`src/rtl/pipe_seq_ctrl.sv`:
```
// pipe_seq_ctrl: 5-stage pipeline sequencer (stall, flush, redirect, trap entry).
// Optional PIPE_PERF_CNT_EN adds saturating stall/flush counters.
module pipe_seq_ctrl #(
    parameter int          MEM_TIMEOUT = 16,
    parameter logic [31:0] TRAP_VEC    = 32'h0000_0080
) (
    input  logic        clk,
    input  logic        rst,
    input  logic        idexMemRead,
    input  logic [4:0]  idexRd,
    input  logic [4:0]  ifidRs1,
    input  logic [4:0]  ifidRs2,
    input  logic        brTaken,
    input  logic [31:0] brTarget,
    input  logic        memReq,
    input  logic        memAck,
    input  logic        excReq,
    output logic        pcWe,
    output logic        ifidWe,
    output logic        idexWe,
    output logic        exmemWe,
    output logic        mewbWe,
    output logic        ifidFlush,
    output logic        idexFlush,
    output logic        exmemFlush,
    output logic        pcSel,
    output logic [31:0] pcTarget,
    output logic        busErr,
    output logic        trapActive
`ifdef PIPE_PERF_CNT_EN
    ,
    output logic [31:0] stallCnt,
    output logic [31:0] flushCnt
`endif
);
    typedef enum logic [1:0] {RUN, MEM_WAIT, TRAP1, TRAP2} state_t;
    state_t     state_q, state_d;
    logic [7:0] wait_cnt_q, wait_cnt_d;
    logic       load_use;
    assign load_use = idexMemRead && idexRd != 5'd0 && (idexRd == ifidRs1 || idexRd == ifidRs2);
    always_ff @(posedge clk or negedge rst) begin
        if (!rst) begin
            state_q    <= RUN;
            wait_cnt_q <= 8'd0;
        end else begin
            state_q    <= state_d;
            wait_cnt_q <= wait_cnt_d;
        end
    end
    always_comb begin
        state_d    = state_q;
        wait_cnt_d = wait_cnt_q;
        pcWe       = 1'b0;
        ifidWe     = 1'b0;
        idexWe     = 1'b0;
        exmemWe    = 1'b0;
        mewbWe     = 1'b0;
        ifidFlush  = 1'b0;
        idexFlush  = 1'b0;
        exmemFlush = 1'b0;
        pcSel      = 1'b0;
        pcTarget   = 32'd0;
        busErr     = 1'b0;
        trapActive = 1'b0;
        case (state_q)
            RUN: begin
                {pcWe, ifidWe, idexWe, exmemWe, mewbWe} = 5'b11111;
                if (excReq) begin
                    state_d = TRAP1;
                    pcWe    = 1'b0;
                    {ifidFlush, idexFlush, exmemFlush} = 3'b111;
                end else if (memReq && !memAck) begin
                    state_d    = MEM_WAIT;
                    wait_cnt_d = 8'd1;
                    {pcWe, ifidWe, idexWe, exmemWe, mewbWe} = 5'b00000;
                end else if (load_use) begin
                    pcWe      = 1'b0;
                    ifidWe    = 1'b0;
                    idexFlush = 1'b1;
                end else if (brTaken) begin
                    pcSel     = 1'b1;
                    pcTarget  = brTarget;
                    ifidFlush = 1'b1;
                    idexFlush = 1'b1;
                end
            end
            MEM_WAIT: begin
                // excReq is deliberately not sampled while the access is outstanding
                if (memAck) begin
                    state_d    = RUN;
                    wait_cnt_d = 8'd0;
                end else if (wait_cnt_q == 8'(MEM_TIMEOUT - 1)) begin
                    busErr     = 1'b1;
                    state_d    = TRAP1;
                    wait_cnt_d = 8'd0;
                end else begin
                    wait_cnt_d = wait_cnt_q + 8'd1;
                end
            end
            TRAP1: begin
                pcSel      = 1'b1;
                pcTarget   = TRAP_VEC;
                pcWe       = 1'b1;
                trapActive = 1'b1;
                {ifidFlush, idexFlush, exmemFlush} = 3'b111;
                state_d    = TRAP2;
            end
            TRAP2: begin
                pcWe       = 1'b1;
                ifidWe     = 1'b1;
                idexFlush  = 1'b1;
                exmemFlush = 1'b1;
                trapActive = 1'b1;
                state_d    = RUN;
            end
            default: state_d = RUN;
        endcase
        if (!rst) begin
            {pcWe, ifidWe, idexWe, exmemWe, mewbWe} = 5'b00000;
            {ifidFlush, idexFlush, exmemFlush}      = 3'b000;
            pcSel      = 1'b0;
            pcTarget   = 32'd0;
            busErr     = 1'b0;
            trapActive = 1'b0;
        end
    end
`ifdef PIPE_PERF_CNT_EN
    logic [31:0] stall_cnt_q, flush_cnt_q;
    always_ff @(posedge clk or negedge rst) begin
        if (!rst) begin
            stall_cnt_q <= 32'd0;
            flush_cnt_q <= 32'd0;
        end else begin
            if (!pcWe && stall_cnt_q != 32'hFFFF_FFFF) stall_cnt_q <= stall_cnt_q + 32'd1;
            if ((ifidFlush || idexFlush || exmemFlush) && flush_cnt_q != 32'hFFFF_FFFF)
                flush_cnt_q <= flush_cnt_q + 32'd1;
        end
    end
    assign stallCnt = stall_cnt_q;
    assign flushCnt = flush_cnt_q;
`endif
endmodule
```
`config.mk`:
```
export PLATFORM = sky130hd
export DESIGN_NAME = pipe_seq_ctrl
export DESIGN_NICKNAME = d
export VERILOG_FILES = /design/src/rtl/pipe_seq_ctrl.sv
export SDC_FILE = /design/constraint.sdc
export NUM_CORES = 1
export LEC_CHECK = 0
export ABC_AREA = 1
export CORE_ASPECT_RATIO = 0.7
export CORE_MARGIN = 3
export CORE_UTILIZATION = 37
export DETAILED_ROUTE_END_ITERATION = 8
export GPL_ROUTABILITY_DRIVEN = 0
export PLACE_DENSITY = 0.87
export SLEW_MARGIN = 20
export SYNTH_ARGS = -nofsm -noshare
export SYNTH_HDL_FRONTEND = slang
export SYNTH_SLANG_ARGS = --single-unit
```
`constraint.sdc`:
```
create_clock -name clk -period 2.2 [get_ports clk]
set_input_delay 0.22 -clock clk [delete_from_list [all_inputs] [get_ports clk]]
set_output_delay 0.22 -clock clk [all_outputs]
set_load 0.02 [all_outputs]
```
# Word level (Yosys, flattened, before mapping)
# Index checks and enable logic that the tools add are counted.
# word_totals
regBits	10
inputBits	54
elab_cells	75
out_inout_bits	43
# classes
eq_ne	10
n_reduce_logical	11
n_mux	51
addsub	1
# op_table
operator	count
$mux 32	5
$pmux 32 s2	1
$mux 8	4
$mux 1	29
$pmux 8 s2	1
$pmux 1 s2	6
$eq 5x5->1	2
$add 8x1->8 const B	1
$eq 8x4->1 const B	1
$mux 2	4
$pmux 2 s4	1
$ne 3x3->1 const B	2
$reduce_bool 5->1	1
$eq 2x2->1 const B	2
$ne 2x2->1 const B	2
$logic_and 1x1->1	3
$reduce_and 3->1	1
$eq 2x1->1 const B	1
$logic_not 2->1	1
$reduce_and 2->1	1
$reduce_bool 2->1	1
$reduce_or 2->1	1
$logic_not 1->1	1
$logic_or 1x1->1	1

# Depth between registers and ports, before layout
# Gate-level depths: netlist of run 1.
# logic_depth
depth_word	8
mapped_depth	11
depth_no_buf	11

# Worst setup path after synthesis of run 1
# No wires, ideal clock.
# synth_path
kind	register to output
from	reg state_q[0]
to	out pcTarget[12]
stages_incl_launch_ff	10
arrival_time_ns	1.595
path_slack_ns	0.385
path_buffers	1
cell_sequence	dfrtp_1 -> inv_1 -> ha_1 -> inv_1 -> nor2_1 -> nand2_1 -> inv_1 -> nand3b_4 -> buf_6 -> nor2_1
# synth_between
elab_chain_len	3
word_cells_on_any_way	4
# synth_rtl
item	line	rtl
start: declaration	37	state_t state_q, state_d;
start signal: assignment	46	state_q <= state_d;
$eq 2x2->1 / $logic_not 2->1 (equally long branches)	65	case (state_q)
$pmux 32 s2 (*)	65	
$mux 32 (*)	118	if (!rst) begin
end: declaration	27	output logic [31:0] pcTarget,
# Mark *: on every way between the ends. The rest lies on a longest branch, timed or not.

# Final worst setup path of run 1
# layout_path
from	reg state_q[0]
to	out trapActive
# layout_between
elab_chain_len	4
word_cells_on_any_way	5
# layout_rtl
item	line	rtl
$eq 2x2->1	65	
$reduce_or 2->1 (no source line) (*)	-	
$mux 1 (*)	65	
$mux 1 (*)	118	
end: declaration	29	output logic trapActive
# Marks and branches as above.

==> results of run 1 <==
-- critical path: cells and delay by family, from the launching register on --
kind          cells  cell delay [ns]
buf+inv           3             0.83
fa+ha+maj         1             0.25
flops             1             0.37
simple gates      2             0.21
-- cell families after synthesis --
kind of cell,after synthesis,synth area share
AO/OA/AOI/OAI,21,0.0913
XOR/XNOR,4,0.0272
adder cells (fa/ha/maj),5,0.0486
buffers and inverters,77,0.254
flip-flops,10,0.194
AND/OR/NAND/NOR,119,0.385
-- what timing repair did --
action / in CTS / in global routing
endpoints found under the setup margin: 42 / 42
hold buffers: 0 / 0
gates resized for setup: 80 / 49
-- Yosys cell counts, drive strengths merged --
cell type / n
ha: 5
inv: 71
o21ai: 9
o21a: 1
a31oi: 2
a21oi: 9
nand3: 10
nor3: 4
nand2: 47
xor2: 2
xnor2: 2
buf: 6
nor2: 54
dfrtp: 10
nand3b: 1
nand4: 3
-- cell usage in the layout, fill, tap and decap left out, drive strengths merged --
| cell type | count |
|---|---|
| clkdlybuf4s50 | 53 |
| nand3 | 10 |
| dlymetal6s2s | 1 |
| nor3 | 4 |
| nand3b | 1 |
| clkdlybuf4s15 | 3 |
| ha | 5 |
| a21oi | 9 |
| dlygate4sd2 | 4 |
| xor2 | 2 |
| buf | 30 |
| nor2 | 54 |
| clkbuf | 29 |
| a31oi | 2 |
| dfrtp | 10 |
| nand2 | 47 |
| xnor2 | 2 |
| inv | 71 |
| nand4 | 3 |
| o21ai | 9 |
| o21a | 1 |
-- how the worst min path moves through the flow --
stage,from,to,slack [ns],depth (start not counted)
2_1_floorplan,rst,state_q[0],-0.08,0
3_3_place_gp,wait_cnt_q[7],wait_cnt_q[7],0.50,2
3_5_place_dp,wait_cnt_q[7],wait_cnt_q[7],0.51,2
4_1_cts,rst,state_q[0],0.28,2
5_1_grt,rst,state_q[1],0.29,2
6_report,rst,state_q[0],0.28,2
-- metrics by stage --
stage,setup slack (ns),std cells,instance area (sq um)
3_5_place_dp,-0.230,393,2410
5_1_grt,-0.0190,397,2290
2_1_floorplan,0.385,236,1290
3_3_place_gp,-0.197,393,2410
4_1_cts,0.000848,397,2460
6_report,0.0660,397,2290
-- registers in the layout (all words and copies together), names as in the netlist --
signal and count:
state_q 2, wait_cnt_q 8
-- layer usage --
| metal | global-route usage | wire length (um) | vias to the layer above |
|---|---|---|---|
| li1 | - | - | 915 |
| met1 | 0.261 | 2080 | 772 |
| met2 | 0.382 | 2220 | 78 |
| met3 | 0.0570 | 312 | 11 |
| met4 | 0.0646 | 95 | 0 |
| met5 | 0 | 0 | - |
-- power by group --
group | switching [uW] | internal, uW | total, uW
clock | 88.3 | 159 | 247
sequential | 19.4 | 221 | 240
combinational | 619 | 476 | 1090
total | 726 | 856 | 1580
-- final cells by class --
class | count | area [sq um]
inverters | 71 | 267
well taps | 47 | 58.8
multi-input cells | 149 | 713
fillers | 300 | 941
clock buffers | 4 | 55.1
flip-flops and latches | 10 | 250
repair buffers | 116 | 948
==> metrics.md, run 1 <==
| Metric | Value |
|---|---|
| Die Area | `0.00423 sq mm` |
| Wire per inst | `11.8 um` |
| Clk_skew | `0.00544 ns` |
| Vias per cell | `4.47` |
| Total clock sinks | `10` |
| Clk_lat worst skew | `0.25 ns` |
| Peak supply drop | `0.559 mV` |
| Status | `finished, final reports clean` |
| Worst path required time | `1.98 ns` |
| Worst r2r path cells | `10` |
| Final WL | `4700 um` |
| Initial drt markers | `45` |
| RSZ-0062 raised after global routing | `true` |
| Antenna violations before repair | `0` |
| Total CTS buffers | `3` |
| Reg clk slew, reported paths | `0.05 ns` |
| Unique masters post-synth | `22` |
| Port Buffers | `96` |
| Avg Cell Area, Syn | `5.46 sq um` |
| CP max FO | `4` |
| Largest area contributor in the netlist | `inv_1` |
| Top post-synthesis cells by area | `inv_1, dfrtp_1, nor2_1` |
| CP Class | `flop to primary output` |
| Finish-stage setup viols | `0` |
| Worst-Margin Slew | `0.362 ns` |
| IO Pins | `97` |
| Num rows | `17` |
| Dpl hpwl | `3960 um` |
| Clock root buffer | `clkbuf_8` |
| Antenna diodes | `0` |
| Final core occ | `0.709` |
| CTS tree | `done` |
| Global-route wire length before repair | `7460 um` |
| Area grow syn2layout | `78.0%` |
| CTS Buffer Depth | `2` |
| Slowest CP cell | `clkdlybuf4s50_1` |
| CP endpoint | `trapActive` |
| Syn nets | `295` |
| Max-Cap Viols | `0` |
| DRC violations left | `0` |
| Crit end category | `primary output` |
| Synthesis Warnings | `0` |
| Largest net degree at the start of global routing | `23` |
| Routed vias | `1776` |
| Mapped Cells | `236` |
| Fin. max-slew vios | `0` |
| Die Wd | `76.5 um` |
| PwrDens | `690 mW/mm^2` |
| Fraction of layout cells with a size suffix above 1 | `0.189` |
| Post-CTS Setup Inserts | `0` |
| CP peak stage delay | `0.62 ns` |
| Hold_ws | `0.277 ns` |
| Part of the Yosys area used for sequential elements | `0.194` |
| Initial core utilization | `0.398` |
| Clock H-tree levels | `1` |
| Design Power | `1580 uW` |
| Arr. time, crit path | `1.91 ns` |
| Antenna-violating nets left | `0` |
| Pleak | `0.00138 uW` |
| Tmin final | `2.13 ns` |
| Type of origin of the critical path | `flop` |
| Tcrit/Tclk final | `0.970` |
| Core area | `0.00323 sq mm` |
| Number of global-route vias before repair | `1581` |
| Drt pass-1 iters | `4` |
| RR Startpoint | `state_q[0]` |
| Tot GR Track Use | `0.217` |
| Min-Delay Path Class | `input pin to async pin` |
| Congestion Overflow GR | `0` |
| Synth top area share | `0.207` |
| Synthesized cell area | `0.00129 sq mm` |
| #FFs+latches synth | `10` |
| Fin nets | `410` |
| Worst R2R End | `wait_cnt_q[5]` |
| CP cell instances | `inv_1, buf_4, ha_1, nor2_2, nor2_1, clkdlybuf4s50_1` |
| Reg2reg setup slack | `0.40 ns` |
| Die H | `55.4 um` |
| Setup TNS | `0 ns` |
| CP startpoint | `state_q[0]` |
| Fin. Hold Viols | `0` |
| Slew margin rel. | `0.756` |
| Fmax | `469 MHz` |
Power figures use the tool's default switching activity.
==> run 2, diff against run 1 <==
--- a/config.mk
+++ b/config.mk
@@ -11,6 +11,8 @@
 export CORE_UTILIZATION = 37
 export DETAILED_ROUTE_END_ITERATION = 8
 export GPL_ROUTABILITY_DRIVEN = 0
+export GPL_TIMING_DRIVEN = 1
+export MAX_ROUTING_LAYER = met4
 export PLACE_DENSITY = 0.87
 export SLEW_MARGIN = 20
 export SYNTH_ARGS = -nofsm -noshare
==> run 2 against run 1 <==
  * Clock-buffer cell count did not move
  * Critical path type unchanged
  * Non-clock buffer count did not move
  * First-iteration DRC count rose by 13%
  * Die area did not move
==> metrics.md, run 2 (synthesized netlist as in run 1, its figures left out) <==
| Metric | Value |
|---|---|
| Status | `finished, final reports clean` |
| Largest register by flop count | `wait_cnt_q` |
| Die H | `55.4 um` |
| Initial core utilization | `0.398` |
| Tmin final | `2.15 ns` |
| Area of the multi-input gates | `713 sq um` |
| Type of origin of the critical path | `flop` |
| IO Pins | `97` |
| Die Area | `0.00423 sq mm` |
| Number of global-route vias before repair | `1573` |
| Pleak | `0.00138 uW` |
| Global-route wire length before repair | `7500 um` |
| Fin nets | `410` |
| Crit end category | `primary output` |
| Antenna diodes | `0` |
| Drt pass-1 iters | `4` |
| Clock root buffer | `clkbuf_8` |
| Fmax | `465 MHz` |
| Core area | `0.00323 sq mm` |
| Slew margin rel. | `0.755` |
| Final WL | `4710 um` |
| Slowest CP cell | `clkdlybuf4s50_1` |
| Largest delay share family, worst path | `buffers and inverters` |
| CTS Buffer Depth | `2` |
| Hold-fix buffers, CTS | `0` |
| Final Cell Area | `0.00229 sq mm` |
| Port Buffers | `96` |
| Area grow syn2layout | `78.0%` |
| Hold_ws | `0.276 ns` |
| Antenna-violating nets left | `0` |
| Post-CTS Setup Inserts | `0` |
| Clock H-tree levels | `1` |
| Clk_lat worst skew | `0.25 ns` |
| Peak supply drop | `0.556 mV` |
| Die Wd | `76.5 um` |
| RSZ-0062 raised after global routing | `true` |
| Max-Cap Viols | `0` |
| Setup WS pre-CTS | `-0.230 ns` |
| Top flop regs | `wait_cnt_q: 8 flops, state_q: 2 flops` |
| Num rows | `17` |
| Tot GR Track Use | `0.225` |
| Worst path required time | `1.98 ns` |
| Routed vias | `1784` |
| Clk_skew | `0.00552 ns` |
| Placed cell areas | `0.00241 sq mm` |
| Largest register FFs | `8` |
| Vias per cell | `4.49` |
| Finish-stage setup viols | `0` |
| Fin. max-slew vios | `0` |
| Fraction of layout cells with a size suffix above 1 | `0.189` |
| PwrDens | `691 mW/mm^2` |
| Register cell area after layout | `250 sq um` |
| CP peak stage delay | `0.62 ns` |
| Final worst slack | `0.0488 ns` |
| Reg clk slew, reported paths | `0.05 ns` |
| Congestion Overflow GR | `0` |
| Final core occ | `0.709` |
| Initial drt markers | `51` |
| Arr. time, crit path | `1.93 ns` |
| Fillers | `300` |
| CP Class | `flop to primary output` |
| Most common cell after layout, fill and taps aside | `inv_1` |
| Antenna violations before repair | `0` |
| CP max FO | `4` |
| DRC violations left | `0` |
| Critical path buffers and inverters | `3` |
| Largest net degree at the start of global routing | `23` |
| Fin. Hold Viols | `0` |
| Most frequent cells in the layout | `inv_1, clkdlybuf4s50_1, nor2_1` |
| CP cell instances | `inv_1, buf_4, ha_1, nor2_2, nor2_1, clkdlybuf4s50_1` |
| Wire per inst | `11.9 um` |
| Worst-Margin Slew | `0.365 ns` |
| CTS tree | `done` |
| Min-Delay Path Class | `input pin to async pin` |
| Tcrit/Tclk final | `0.978` |
| Dpl hpwl | `3960 um` |
| Total CTS buffers | `3` |
| Total clock sinks | `10` |
## run 2: cell counts in the layout (fill, tap and decap cells not counted)
No cell type changed its count.
## run 2: worst reg2reg max path: stages, from the launching register on
cell	delay (ns)
dfrtp_1	0.35
inv_1	0.07
ha_1	0.21
buf_4	0.14
nand2_1	0.10
o21ai_2	0.09
a21oi_2	0.23
inv_1	0.13
a21oi_1	0.26
nor3_1	0.10
## run 2: layout make-up
| type | count | share of cell area |
|---|---|---|
| clock buffer | 4 | 0.0240 |
| inverter | 71 | 0.116 |
| multi-input combinational | 149 | 0.311 |
| sequential | 10 | 0.109 |
| tap | 47 | 0.0257 |
| timing repair buffer | 116 | 0.414 |
## run 2: path summary, 6_finish.rpt
check                                   start  depth (start not counted)             to  slack (ns)
worst max-delay path               state_q[0]                          6     trapActive        0.05
worst min-delay path                      rst                          2     state_q[0]        0.28
worst max register to register     state_q[0]                          9  wait_cnt_q[6]        0.38
worst min register to register  wait_cnt_q[7]                          2  wait_cnt_q[7]        0.52
max in group asynchronous                 rst                          3  wait_cnt_q[1]        1.64
min in group clk                wait_cnt_q[7]                          2  wait_cnt_q[7]        0.52
## run 2: per-layer routing
| layer | GRT usage | up-vias | routed length (um) | share of wire |
|---|---|---|---|---|
| li1 | - | 915 | - | - |
| met3 | 0.0570 | 11 | 296 | 0.063 |
| met4 | 0.0594 | 0 | 97 | 0.021 |
| met2 | 0.384 | 74 | 2220 | 0.47 |
| met1 | 0.265 | 784 | 2100 | 0.45 |
| met5 | - | - | 0 | 0 |
## run 2: timing repair
action,CTS,global route
pin swaps,0,0
resized for setup,80,49
endpoints found under the setup margin,42,42
endpoints found under the hold margin,0,0
## run 2: power by group
| group | switching, uW | internal (uW) |
|---|---|---|
| Combinational | 620 | 476 |
| Clock | 89.2 | 159 |
| Sequential | 19.4 | 221 |
| Total | 729 | 856 |
## run 2: through the flow
step / cells / power [uW] / TNS [ns]
final: 397 / 1580 / 0
after global routing: 397 / 1690 / -0.0372
after CTS: 397 / 1580 / 0
after detailed placement: 393 / 1390 / -6.85
after global placement: 393 / 1350 / -5.81
after floorplan: 236 / 867 / 0
==> run 3, diff against run 2 <==
--- a/config.mk
+++ b/config.mk
@@ -8,12 +8,12 @@
 export ABC_AREA = 1
 export CORE_ASPECT_RATIO = 0.7
 export CORE_MARGIN = 3
-export CORE_UTILIZATION = 37
+export CORE_UTILIZATION = 31
 export DETAILED_ROUTE_END_ITERATION = 8
-export GPL_ROUTABILITY_DRIVEN = 0
+export GPL_ROUTABILITY_DRIVEN = 1
 export GPL_TIMING_DRIVEN = 1
 export MAX_ROUTING_LAYER = met4
-export PLACE_DENSITY = 0.87
+export PLACE_DENSITY = 0.78
 export SLEW_MARGIN = 20
 export SYNTH_ARGS = -nofsm -noshare
 export SYNTH_HDL_FRONTEND = slang
==> constraint.sdc (replaced) <==
create_clock -name clk -period 1.97 [get_ports clk]
set_input_delay 0.197 -clock clk [delete_from_list [all_inputs] [get_ports clk]]
set_output_delay 0.197 -clock clk [all_outputs]
set_load 0.02 [all_outputs]
==> run 3 against run 2 <==
  * The flow now finishes with violations (negative setup slack)
  * Flip-flop and latch count unchanged
  * Register-to-register slack got worse by 0.20 ns
  * Hold slack improved by 0.15 ns
  * Cell count increased by 3.8%
  * Design area increased by 27%
  * Power increased by 28%
  * Critical path type unchanged
  * Critical endpoint is now pcTarget[20]
  * Largest cell class unchanged
==> metrics.md, run 3 (synthesized netlist as in run 1, its figures left out) <==
| Metric | Value |
|---|---|
| Status | `complete, but fails checks` |
| Violated checks | `negative setup slack` |
| CTS Buffer Depth | `2` |
| Num rows | `18` |
| Most frequent cells in the layout | `inv_1, nand2_1, clkdlybuf4s50_1` |
| CP max FO | `7` |
| Die Area | `0.00497 sq mm` |
| Fillers | `257` |
| PwrDens | `694 mW/mm^2` |
| CP cell instances | `inv_2, ha_4, inv_2, nor2_4, nand2_2, inv_2, nand3b_4, clkbuf_16, nor2_4, buf_6` |
| Area grow syn2layout | `126%` |
| Number of global-route vias before repair | `1605` |
| Most common cell after layout, fill and taps aside | `inv_1` |
| Largest register by flop count | `wait_cnt_q` |
| Finish-stage setup viols | `1` |
| Drt pass-1 iters | `4` |
| Critical path buffers and inverters | `5` |
| CP peak stage delay | `0.38 ns` |
| Fin nets | `422` |
| Slew margin rel. | `0.785` |
| Clk_lat worst skew | `0.24 ns` |
| Dpl hpwl | `4020 um` |
| Fraction of layout cells with a size suffix above 1 | `0.345` |
| Initial core utilization | `0.344` |
| CTS tree | `done` |
| Core area | `0.00374 sq mm` |
| Total CTS buffers | `3` |
| Fin. max-slew vios | `0` |
| Crit end category | `primary output` |
| Routed vias | `1875` |
| Pleak | `0.00161 uW` |
| Largest register FFs | `8` |
| RR Startpoint | `state_q[0]` |
| Tmin final | `1.98 ns` |
| Final worst slack | `-0.00928 ns` |
| Largest delay share family, worst path | `buffers and inverters` |
| Slowest CP cell | `dfrtp_1` |
| Type of origin of the critical path | `flop` |
| Placed cell areas | `0.00247 sq mm` |
| Final WL | `5990 um` |
| Fmax | `505 MHz` |
| Peak supply drop | `0.803 mV` |
| Die H | `59.9 um` |
| Largest net degree at the start of global routing | `20` |
| Top flop regs | `wait_cnt_q: 8 flops, state_q: 2 flops` |
| Min-Delay Path Class | `input pin to async pin` |
| Setup TNS | `-0.00928 ns` |
| Worst path required time | `1.77 ns` |
| Port Buffers | `96` |
| DRC violations left | `0` |
| Clock H-tree levels | `1` |
| Wire per inst | `14.5 um` |
| Global-route wire length before repair | `7690 um` |
| Total clock sinks | `10` |
| IO Pins | `97` |
| Final Cell Area | `0.00291 sq mm` |
| Antenna diodes | `0` |
| Antenna-violating nets left | `0` |
| CP startpoint | `state_q[1]` |
| Tot GR Track Use | `0.199` |
| Die Wd | `83.0 um` |
| Clk_skew | `0.00280 ns` |
| Congestion Overflow GR | `0` |
| RePlAce Congestion | `0.923` |
| Fin. Hold Viols | `0` |
| Most used cell, CP | `inv_2` |
| RSZ-0062 raised after global routing | `true` |
| Worst-Margin Slew | `0.320 ns` |
| Arr. time, crit path | `1.78 ns` |
| Antenna violations before repair | `0` |
| Vias per cell | `4.55` |
| Clock root buffer | `clkbuf_8` |
| Max-Cap Viols | `0` |
| CP Class | `flop to primary output` |
| Initial drt markers | `65` |
| Tcrit/Tclk final | `1.00` |
| Reg clk slew, reported paths | `0.05 ns` |
[run 3: per-stage QoR]
stage / instances / setup slack (ns) / hold slack [ns] / utilization / power, uW
6_report: 412 / -0.00928 / 0.429 / 0.779 / 2020
5_1_grt: 412 / -0.0735 / 0.465 / 0.779 / 2170
4_1_cts: 406 / -0.00140 / 0.424 / 0.638 / 1860
3_5_place_dp: 402 / -0.434 / 0.504 / 0.661 / 1650
3_3_place_gp: 402 / -0.404 / 0.499 / 0.661 / 1630
2_1_floorplan: 236 / 0.178 / -0.0986 / - / 969
[run 3: report_power, final]
group          switching [uW]  internal, uW  leakage [uW]
clock network            84.2           176     0.0000288
logic                     804           685       0.00145
registers                25.6           247      0.000132
[run 3: metal layers]
| metal | part of all wire | global-route usage | vias to the layer above |
|---|---|---|---|
| li1 | - | - | 940 |
| met1 | 0.42 | 0.235 | 857 |
| met2 | 0.52 | 0.357 | 70 |
| met3 | 0.044 | 0.0372 | 8 |
| met4 | 0.013 | 0.0466 | 0 |
| met5 | 0 | - | - |
[run 3: cell type report]
class / instances / area, sq um / share of cell area
well taps: 50 / 62.6 / 0.0215
clock buffers: 4 / 55.1 / 0.0189
multi-input cells: 149 / 973 / 0.334
flip-flops and latches: 10 / 250 / 0.0859
repair buffers: 128 / 1310 / 0.448
inverters: 71 / 267 / 0.0915
[run 3: path summary, 6_finish.rpt]
kind,endpoint,cells past startpoint,slack (ns)
max in group asynchronous,wait_cnt_q[2],3,1.39
min,state_q[1],3,0.43
min reg2reg,wait_cnt_q[7],2,0.55
max reg2reg,wait_cnt_q[5],11,0.18
min in group clk,wait_cnt_q[7],2,0.55
max,pcTarget[20],10,-0.009
[run 3: what timing repair did]
item                                    in CTS  in global routing
hold buffers                                 0                  0
endpoints found under the setup margin      43                 41
buffers inserted                             0                  2
pin swaps                                    0                 12
cloned                                       0                  4
gates resized for setup                    180                139
hold endpoints to repair                     0                  0
[run 3: worst register-to-register path, stage by stage (launching register included)]
cell     delay [ns]
dfrtp_1        0.36
inv_2          0.06
ha_4           0.16
buf_4          0.13
nand2_1        0.09
o21ai_2        0.09
buf_4          0.14
a21oi_2        0.19
buf_4          0.17
nand3_1        0.08
xor2_1         0.15
nor2_1         0.06
